`src/rtl/buscaminas_pkg.sv`:
```
// Shared types and constants for the Buscaminas display datapath.
//   bcd_state_t    : FSM states of the serial binary-to-BCD converter
//   bcd_digit_t    : one packed BCD digit
//   BCD_ADJ_THRESH : digit value at or above which double-dabble adds a correction
//   BCD_ADJ_ADD    : the correction added to such a digit
package buscaminas_pkg;

    typedef enum logic [1:0] {
        IDLE   = 2'd0,
        SHIFT  = 2'd1,
        FINISH = 2'd2
    } bcd_state_t;

    typedef logic [3:0] bcd_digit_t;

    localparam bcd_digit_t BCD_ADJ_THRESH = 4'd5;
    localparam bcd_digit_t BCD_ADJ_ADD    = 4'd3;

endpackage

```
`src/rtl/bcd_digit_adjust.sv`:
```
// Double-dabble digit correction: adds 3 to a BCD digit that is 5 or more.
//   digit_in    : current BCD digit
//   digit_adj_c : corrected digit (combinational); max value is 12, so no carry out
module bcd_digit_adjust
    import buscaminas_pkg::*;
(
    input  bcd_digit_t digit_in,
    output bcd_digit_t digit_adj_c
);

    always_comb begin
        digit_adj_c = digit_in;
        if (digit_in >= BCD_ADJ_THRESH) begin
            digit_adj_c = digit_in + BCD_ADJ_ADD;
        end
    end

endmodule

```
`src/rtl/bin_to_bcd_serial.sv`:
```
// Serial double-dabble binary-to-BCD converter, one input bit per clock.
//   clk, rst  : clock and synchronous active-high reset
//   start     : request conversion of binary_in (accepted in IDLE or FINISH)
//   binary_in : value to convert (two's complement when SIGNED=1)
//   busy      : conversion in progress
//   done      : one-cycle pulse; bcd_out/sign/overflow valid from this cycle on
//   bcd_out   : packed BCD, digit 0 (units) in bits [3:0]
//   sign      : input was negative (SIGNED=1 only)
//   overflow  : magnitude did not fit in DIGITS digits
module bin_to_bcd_serial
    import buscaminas_pkg::*;
#(
    parameter int unsigned WIDTH  = 32,
    parameter int unsigned DIGITS = 10,
    parameter bit          SIGNED = 1'b1
) (
    input  logic                clk,
    input  logic                rst,
    input  logic                start,
    input  logic [WIDTH-1:0]    binary_in,
    output logic                busy,
    output logic                done,
    output logic [4*DIGITS-1:0] bcd_out,
    output logic                sign,
    output logic                overflow
);

    localparam int unsigned BCD_W = 4 * DIGITS;
    localparam int unsigned CNT_W = $clog2(WIDTH + 1);

    bcd_state_t       state;
    bcd_state_t       state_next;
    logic [WIDTH-1:0] shift_reg;
    logic [BCD_W-1:0] digits;
    logic [CNT_W-1:0] cnt;
    logic             ovf_sticky;
    logic             neg_q;

    logic             accept_c;
    logic             neg_in_c;
    logic [WIDTH-1:0] magnitude_c;
    logic [BCD_W-1:0] digits_adj_c;
    logic [BCD_W-1:0] digits_shift_c;
    logic             ovf_shift_c;

    // Per-digit add-3 correction ahead of each shift
    for (genvar i = 0; i < DIGITS; i++) begin : g_adj
        bcd_digit_adjust u_adj (
            .digit_in    (digits[4*i +: 4]),
            .digit_adj_c (digits_adj_c[4*i +: 4])
        );
    end

    // Operand capture and one shift step of {digits, shift_reg}
    always_comb begin
        accept_c       = start && ((state == IDLE) || (state == FINISH));
        neg_in_c       = SIGNED && binary_in[WIDTH-1];
        magnitude_c    = neg_in_c ? ((~binary_in) + WIDTH'(1)) : binary_in;
        digits_shift_c = {digits_adj_c[BCD_W-2:0], shift_reg[WIDTH-1]};
        // A set MSB in the corrected top digit is about to fall off the end
        ovf_shift_c    = ovf_sticky | digits_adj_c[BCD_W-1];
    end

    // State register
    always_ff @(posedge clk) begin
        if (rst) begin
            state <= IDLE;
        end else begin
            state <= state_next;
        end
    end

    // Next-state logic
    always_comb begin
        state_next = state;
        case (state)
            IDLE: begin
                if (accept_c) state_next = SHIFT;
            end
            SHIFT: begin
                if (cnt == CNT_W'(1)) state_next = FINISH;
            end
            FINISH: begin
                state_next = accept_c ? SHIFT : IDLE;
            end
            default: state_next = IDLE;
        endcase
    end

    // Datapath and registered outputs
    always_ff @(posedge clk) begin
        if (rst) begin
            shift_reg  <= '0;
            digits     <= '0;
            cnt        <= '0;
            ovf_sticky <= 1'b0;
            neg_q      <= 1'b0;
            busy       <= 1'b0;
            done       <= 1'b0;
            bcd_out    <= '0;
            sign       <= 1'b0;
            overflow   <= 1'b0;
        end else begin
            busy <= (state_next == SHIFT);
            done <= (state_next == FINISH);

            if (accept_c) begin
                shift_reg  <= magnitude_c;
                digits     <= '0;
                cnt        <= CNT_W'(WIDTH);
                ovf_sticky <= 1'b0;
                neg_q      <= neg_in_c;
            end else if (state == SHIFT) begin
                shift_reg  <= {shift_reg[WIDTH-2:0], 1'b0};
                digits     <= digits_shift_c;
                cnt        <= cnt - CNT_W'(1);
                ovf_sticky <= ovf_shift_c;
            end

            // Result lands together with done; held until the next FINISH
            if ((state == SHIFT) && (state_next == FINISH)) begin
                bcd_out  <= digits_shift_c;
                overflow <= ovf_shift_c;
                sign     <= neg_q;
            end
        end
    end

endmodule

```
`config.mk`:
```
export PLATFORM = sky130hd
export DESIGN_NAME = bin_to_bcd_serial
export DESIGN_NICKNAME = d
export VERILOG_FILES = /design/src/rtl/buscaminas_pkg.sv /design/src/rtl/bcd_digit_adjust.sv /design/src/rtl/bin_to_bcd_serial.sv
export SDC_FILE = /design/constraint.sdc
export NUM_CORES = 1
export LEC_CHECK = 0
export BUFFER_PORTS_ARGS = -buffer_cell sky130_fd_sc_hd__buf_2
export CORE_UTILIZATION = 55
export CTS_BUF_LIST = sky130_fd_sc_hd__clkbuf_8
export DETAILED_ROUTE_END_ITERATION = 10
export GPL_TIMING_DRIVEN = 1
export PLACE_DENSITY = 0.79
export SLEW_MARGIN = 10
export SYNTH_ARGS = -nofsm -noshare
export SYNTH_HDL_FRONTEND = slang
export SYNTH_SLANG_ARGS = --single-unit
```
`constraint.sdc`:
```
create_clock -name clk -period 9 [get_ports clk]
set_input_delay 0.9 -clock clk [delete_from_list [all_inputs] [get_ports clk]]
set_output_delay 0.9 -clock clk [all_outputs]
set_load 0.01 [all_outputs]
```
==> impl_metrics.prom <==
# TYPE chip_impl_metric gauge
chip_impl_info{name="status",value="completed"} 1
chip_impl_metric{name="first_pass_grt_wire_length",unit="mm"} 24.9
chip_impl_metric{name="vias_per_cell",unit=""} 5.82
chip_impl_metric{name="floorplan.die.width",unit="um"} 110
chip_impl_metric{name="core",unit="um^2"} 11100
chip_impl_metric{name="gpl.final_weighted_congestion",unit=""} 0.844
chip_impl_metric{name="slew_viol_final",unit=""} 0
chip_impl_metric{name="worst_ep_arrival_time",unit="ns"} 3.53
chip_impl_metric{name="met1_usage",unit="%"} 31.5
chip_impl_info{name="cpMaxStageDelayCell",value="sky130_fd_sc_hd__or4_1"} 1
chip_impl_metric{name="crit_path_max_fanout",unit=""} 10
chip_impl_metric{name="area_enclosed_by_the_die_boundary",unit="um^2"} 12000
chip_impl_metric{name="final_core_density",unit="%"} 64.9
chip_impl_metric{name="final-hold-violation-count",unit=""} 0
chip_impl_metric{name="start_util",unit="%"} 57.5
chip_impl_metric{name="antenna-diode-count",unit=""} 0
chip_impl_metric{name="synth_cell_types",unit=""} 47
chip_impl_metric{name="floorplan.die.height",unit="um"} 110
chip_impl_metric{name="grt_overflow",unit=""} 0
chip_impl_metric{name="cts.hold.buffers_added",unit=""} 0
chip_impl_metric{name="maxClockFrequency",unit="MHz"} 314
chip_impl_metric{name="detail-route-antenna-nets",unit=""} 0
chip_impl_metric{name="tritoncts_num_sinks",unit=""} 126
chip_impl_metric{name="wl",unit="mm"} 14.6
chip_impl_metric{name="switching_share",unit="%"} 25.8
chip_impl_metric{name="first_global_vias",unit=""} 5519
chip_impl_metric{name="cp_slowest_stage_delay",unit="ns"} 0.69
chip_impl_metric{name="syn_avg_cell_area",unit="um^2"} 7.91
chip_impl_info{name="cp_class",value="in -> reg"} 1
chip_impl_metric{name="setup-tns-final",unit="ns"} 0
chip_impl_metric{name="final_design_area_no_fill",unit="um^2"} 7190
chip_impl_metric{name="clock_network_fraction_of_design_power",unit="%"} 40.4
chip_impl_metric{name="post-layout-total-power",unit="mW"} 1.25
chip_impl_metric{name="syn-cell-area",unit="um^2"} 6370
chip_impl_metric{name="placed_area",unit="um^2"} 6770
chip_impl_metric{name="finalClockSkew",unit="ns"} 0.00671
chip_impl_info{name="crit-reg2reg-launch",value="cnt[4]$_SDFFE_PP0P_"} 1
chip_impl_metric{name="drt_first_iter_violations",unit=""} 314
chip_impl_metric{name="synth_warnings",unit=""} 0
chip_impl_metric{name="worstRegToRegCells",unit=""} 5
chip_impl_info{name="worstSetupEndpointType",value="register"} 1
chip_impl_metric{name="dr.pass1.iters",unit=""} 6
chip_impl_metric{name="gr-usage-met2",unit="%"} 45.0
chip_impl_metric{name="dpl.cell_count",unit=""} 976
chip_impl_metric{name="number_of_levels_the_h_tree_was_split_into",unit=""} 4
chip_impl_metric{name="syn_inst",unit=""} 805
chip_impl_metric{name="worstPathRequired",unit="ns"} 9.35
chip_impl_info{name="grt_setup_unrepaired",value="false"} 1
chip_impl_info{name="busiest_layer_in_global_routing",value="met2"} 1
chip_impl_metric{name="synth-edff-count",unit=""} 0
chip_impl_metric{name="ir_drop",unit="uV"} 126
chip_impl_metric{name="leakage",unit="nW"} 2.71
chip_impl_metric{name="power.net_switching",unit="uW"} 323
chip_impl_metric{name="final_period_minus_worst_setup_slack",unit="ns"} 3.18
chip_impl_metric{name="cts_inserted_buffers",unit=""} 17
chip_impl_info{name="worst_setup_path_startpoint",value="binary_in[6]"} 1
chip_impl_metric{name="timing.max_cap.violations",unit=""} 0
chip_impl_metric{name="clockBufferDepth",unit=""} 2
chip_impl_metric{name="fraction_of_final_layout_cells_sized_beyond_drive_strength_1",unit="%"} 14.6
chip_impl_metric{name="synth.net_count",unit=""} 863
chip_impl_info{name="reg2reg_to",value="bcd_out[39]$_SDFFE_PP0P_"} 1
chip_impl_metric{name="setup-violations-final",unit=""} 0
chip_impl_metric{name="clk_transition_reported_paths",unit="ns"} 0.07
chip_impl_metric{name="ios",unit=""} 79
chip_impl_metric{name="antenna_found_initial",unit=""} 0
chip_impl_info{name="synthFlopType",value="sky130_fd_sc_hd__dfxtp_1"} 1
chip_impl_info{name="top_library_cells_by_usage_in_the_layout_fill_and_taps_aside",value="151 x sky130_fd_sc_hd__nand2_1, 126 x sky130_fd_sc_hd__dfxtp_1, 91 x sky130_fd_sc_hd__a21oi_1"} 1
chip_impl_metric{name="cellPowerDensity",unit="nW/um^2"} 174
chip_impl_info{name="cts.root.buffer_cell",value="sky130_fd_sc_hd__clkbuf_8"} 1
chip_impl_metric{name="synth.yosys.seq_area_share",unit="%"} 39.6
chip_impl_metric{name="ys_ff_latch",unit=""} 126
chip_impl_metric{name="slack_of_the_worst_reg_to_reg_path",unit="ns"} 6.71
chip_impl_metric{name="pin_count_of_the_biggest_net_entering_global_routing",unit=""} 81
chip_impl_metric{name="routed_wire_length_per_instance",unit="um"} 14.5
chip_impl_metric{name="worstSkewPairLatency",unit="ns"} 0.44
chip_impl_metric{name="combinational_group_share_of_total_power",unit="%"} 12.0
chip_impl_info{name="hp-class",value="reg -> reg"} 1
chip_impl_metric{name="final_instance_count_without_filler_cells",unit=""} 1008
chip_impl_metric{name="grt.met3_usage",unit="%"} 5.99
chip_impl_metric{name="areaGrowthSynthToFinish",unit="%"} 12.8
chip_impl_metric{name="ctsResizeCount",unit=""} 0
chip_impl_metric{name="dp_hpwl",unit="mm"} 9.50
chip_impl_metric{name="slew_headroom",unit="%"} 22.4
chip_impl_metric{name="route.vias.total",unit=""} 5865
chip_impl_metric{name="worst_pin_slew",unit="ns"} 1.16
chip_impl_metric{name="internal-power",unit="uW"} 929
chip_impl_info{name="worstSetupEndpoint",value="shift_reg[31]$_SDFFE_PP0P_"} 1
chip_impl_metric{name="remaining_drc_errors",unit=""} 0
chip_impl_metric{name="cts.repair_timing.setup_buffer_count",unit=""} 0
chip_impl_metric{name="final_net_count",unit=""} 913
chip_impl_info{name="timing.critical_path.from_type",value="primary input"} 1
chip_impl_metric{name="seq_power_share",unit="%"} 47.6
chip_impl_metric{name="track_usage",unit="%"} 26.4
chip_impl_metric{name="finalCritPeriodShare",unit="%"} 35.4
chip_impl_info{name="worstPathCellList",value="buf_2, or4_1, or4_4, or3_4, or4b_4, a2111oi_4"} 1
chip_impl_info{name="most_frequent_standard_cell_in_the_layout_excluding_fill_and_tap_cells",value="sky130_fd_sc_hd__nand2_1"} 1
chip_impl_metric{name="postSynth.asyncResetShare",unit="%"} 0
chip_impl_metric{name="port_buffers",unit=""} 78
chip_impl_info{name="tritoncts",value="built"} 1
chip_impl_metric{name="placement_rows",unit=""} 38
## routing by layer
layer | share of wire (%) | up-vias
li1 | - | 2918
met2 | 48 | 183
met3 | 5.6 | 29
met4 | 2.0 | 0
met5 | 0 | -
met1 | 45 | 2735
## cells by family after synthesis
kind of cell / after synthesis / share of synthesized area (%)
buffers and inverters: 80 / 5.21
AO/OA/AOI/OAI: 196 / 19.3
adder cells (fa/ha/maj): 23 / 4.52
multiplexers: 17 / 2.67
XOR/XNOR: 35 / 4.81
AND/OR/NAND/NOR: 328 / 23.9
flip-flops: 126 / 39.6
## Yosys cell counts (3+ instances only)
cell type	number	area [um^2]
sky130_fd_sc_hd__a211o_1	3	26.3
sky130_fd_sc_hd__a211oi_1	33	248
sky130_fd_sc_hd__a21oi_1	91	455
sky130_fd_sc_hd__a311oi_1	14	123
sky130_fd_sc_hd__and3_1	7	43.8
sky130_fd_sc_hd__buf_4	3	22.5
sky130_fd_sc_hd__clkbuf_1	44	165
sky130_fd_sc_hd__dfxtp_1	126	2520
sky130_fd_sc_hd__ha_1	23	288
sky130_fd_sc_hd__inv_1	27	101
sky130_fd_sc_hd__mux2i_1	17	170
sky130_fd_sc_hd__nand2_1	151	567
sky130_fd_sc_hd__nand2b_1	15	93.8
sky130_fd_sc_hd__nand3_1	19	95.1
sky130_fd_sc_hd__nand4_1	4	25.0
sky130_fd_sc_hd__nor2_1	66	248
sky130_fd_sc_hd__nor3_1	20	100
sky130_fd_sc_hd__nor3b_1	21	158
sky130_fd_sc_hd__nor4_1	5	31.3
sky130_fd_sc_hd__o21ai_0	26	130
sky130_fd_sc_hd__o22ai_1	5	31.3
sky130_fd_sc_hd__o31ai_1	11	82.6
sky130_fd_sc_hd__o41ai_1	5	43.8
sky130_fd_sc_hd__or3_1	3	18.8
sky130_fd_sc_hd__or4_1	5	37.5
sky130_fd_sc_hd__xnor2_1	26	228
sky130_fd_sc_hd__xor2_1	9	78.8
## through the flow
step	hold WS, ns	worst slack, ns
final	0.449	5.82
after global routing	0.482	5.61
after CTS	0.453	5.84
after detailed placement	0.443	5.37
after global placement	0.440	5.42
after floorplan	0.432	5.56
## worst min-delay path by stage
stage	depth (start not counted)	startpoint	end	slack, ns
after global placement	2	bcd_out[25]$_SDFFE_PP0P_	bcd_out[25]$_SDFFE_PP0P_	0.44
after CTS	2	bcd_out[22]$_SDFFE_PP0P_	bcd_out[22]$_SDFFE_PP0P_	0.45
final	2	bcd_out[22]$_SDFFE_PP0P_	bcd_out[22]$_SDFFE_PP0P_	0.45
after global routing	2	bcd_out[34]$_SDFFE_PP0P_	bcd_out[34]$_SDFFE_PP0P_	0.48
after detailed placement	2	bcd_out[22]$_SDFFE_PP0P_	bcd_out[22]$_SDFFE_PP0P_	0.44
after floorplan	2	neg_q$_SDFFE_PP0P_	sign$_SDFFE_PP0P_	0.43
## power by group through the flow
stage / registers (mW) / logic [mW] / clock network, mW
after detailed placement: 0.608 / 0.149 / 0
after CTS: 0.596 / 0.150 / 0.514
after global placement: 0.607 / 0.142 / 0
after global routing: 0.599 / 0.169 / 0.542
final: 0.596 / 0.150 / 0.506
after floorplan: 0.605 / 0.109 / 0
## final cells by class
cell class / count / area, um^2
sequential: 126 / 2520
clock inverter: 8 / 87.6
inverter: 27 / 101
timing repair buffer: 84 / 435
clock buffer: 24 / 330
tap: 140 / 175
multi-input combinational: 599 / 3530
fill: 947 / 3890
## worst max-delay path, delay by kind of cell
family | cells | cell delay (ns)
compound gates | 1 | 0.35
buf+inv | 1 | 0.12
simple gates | 4 | 2.16
(Power assumes the default switching activity.)
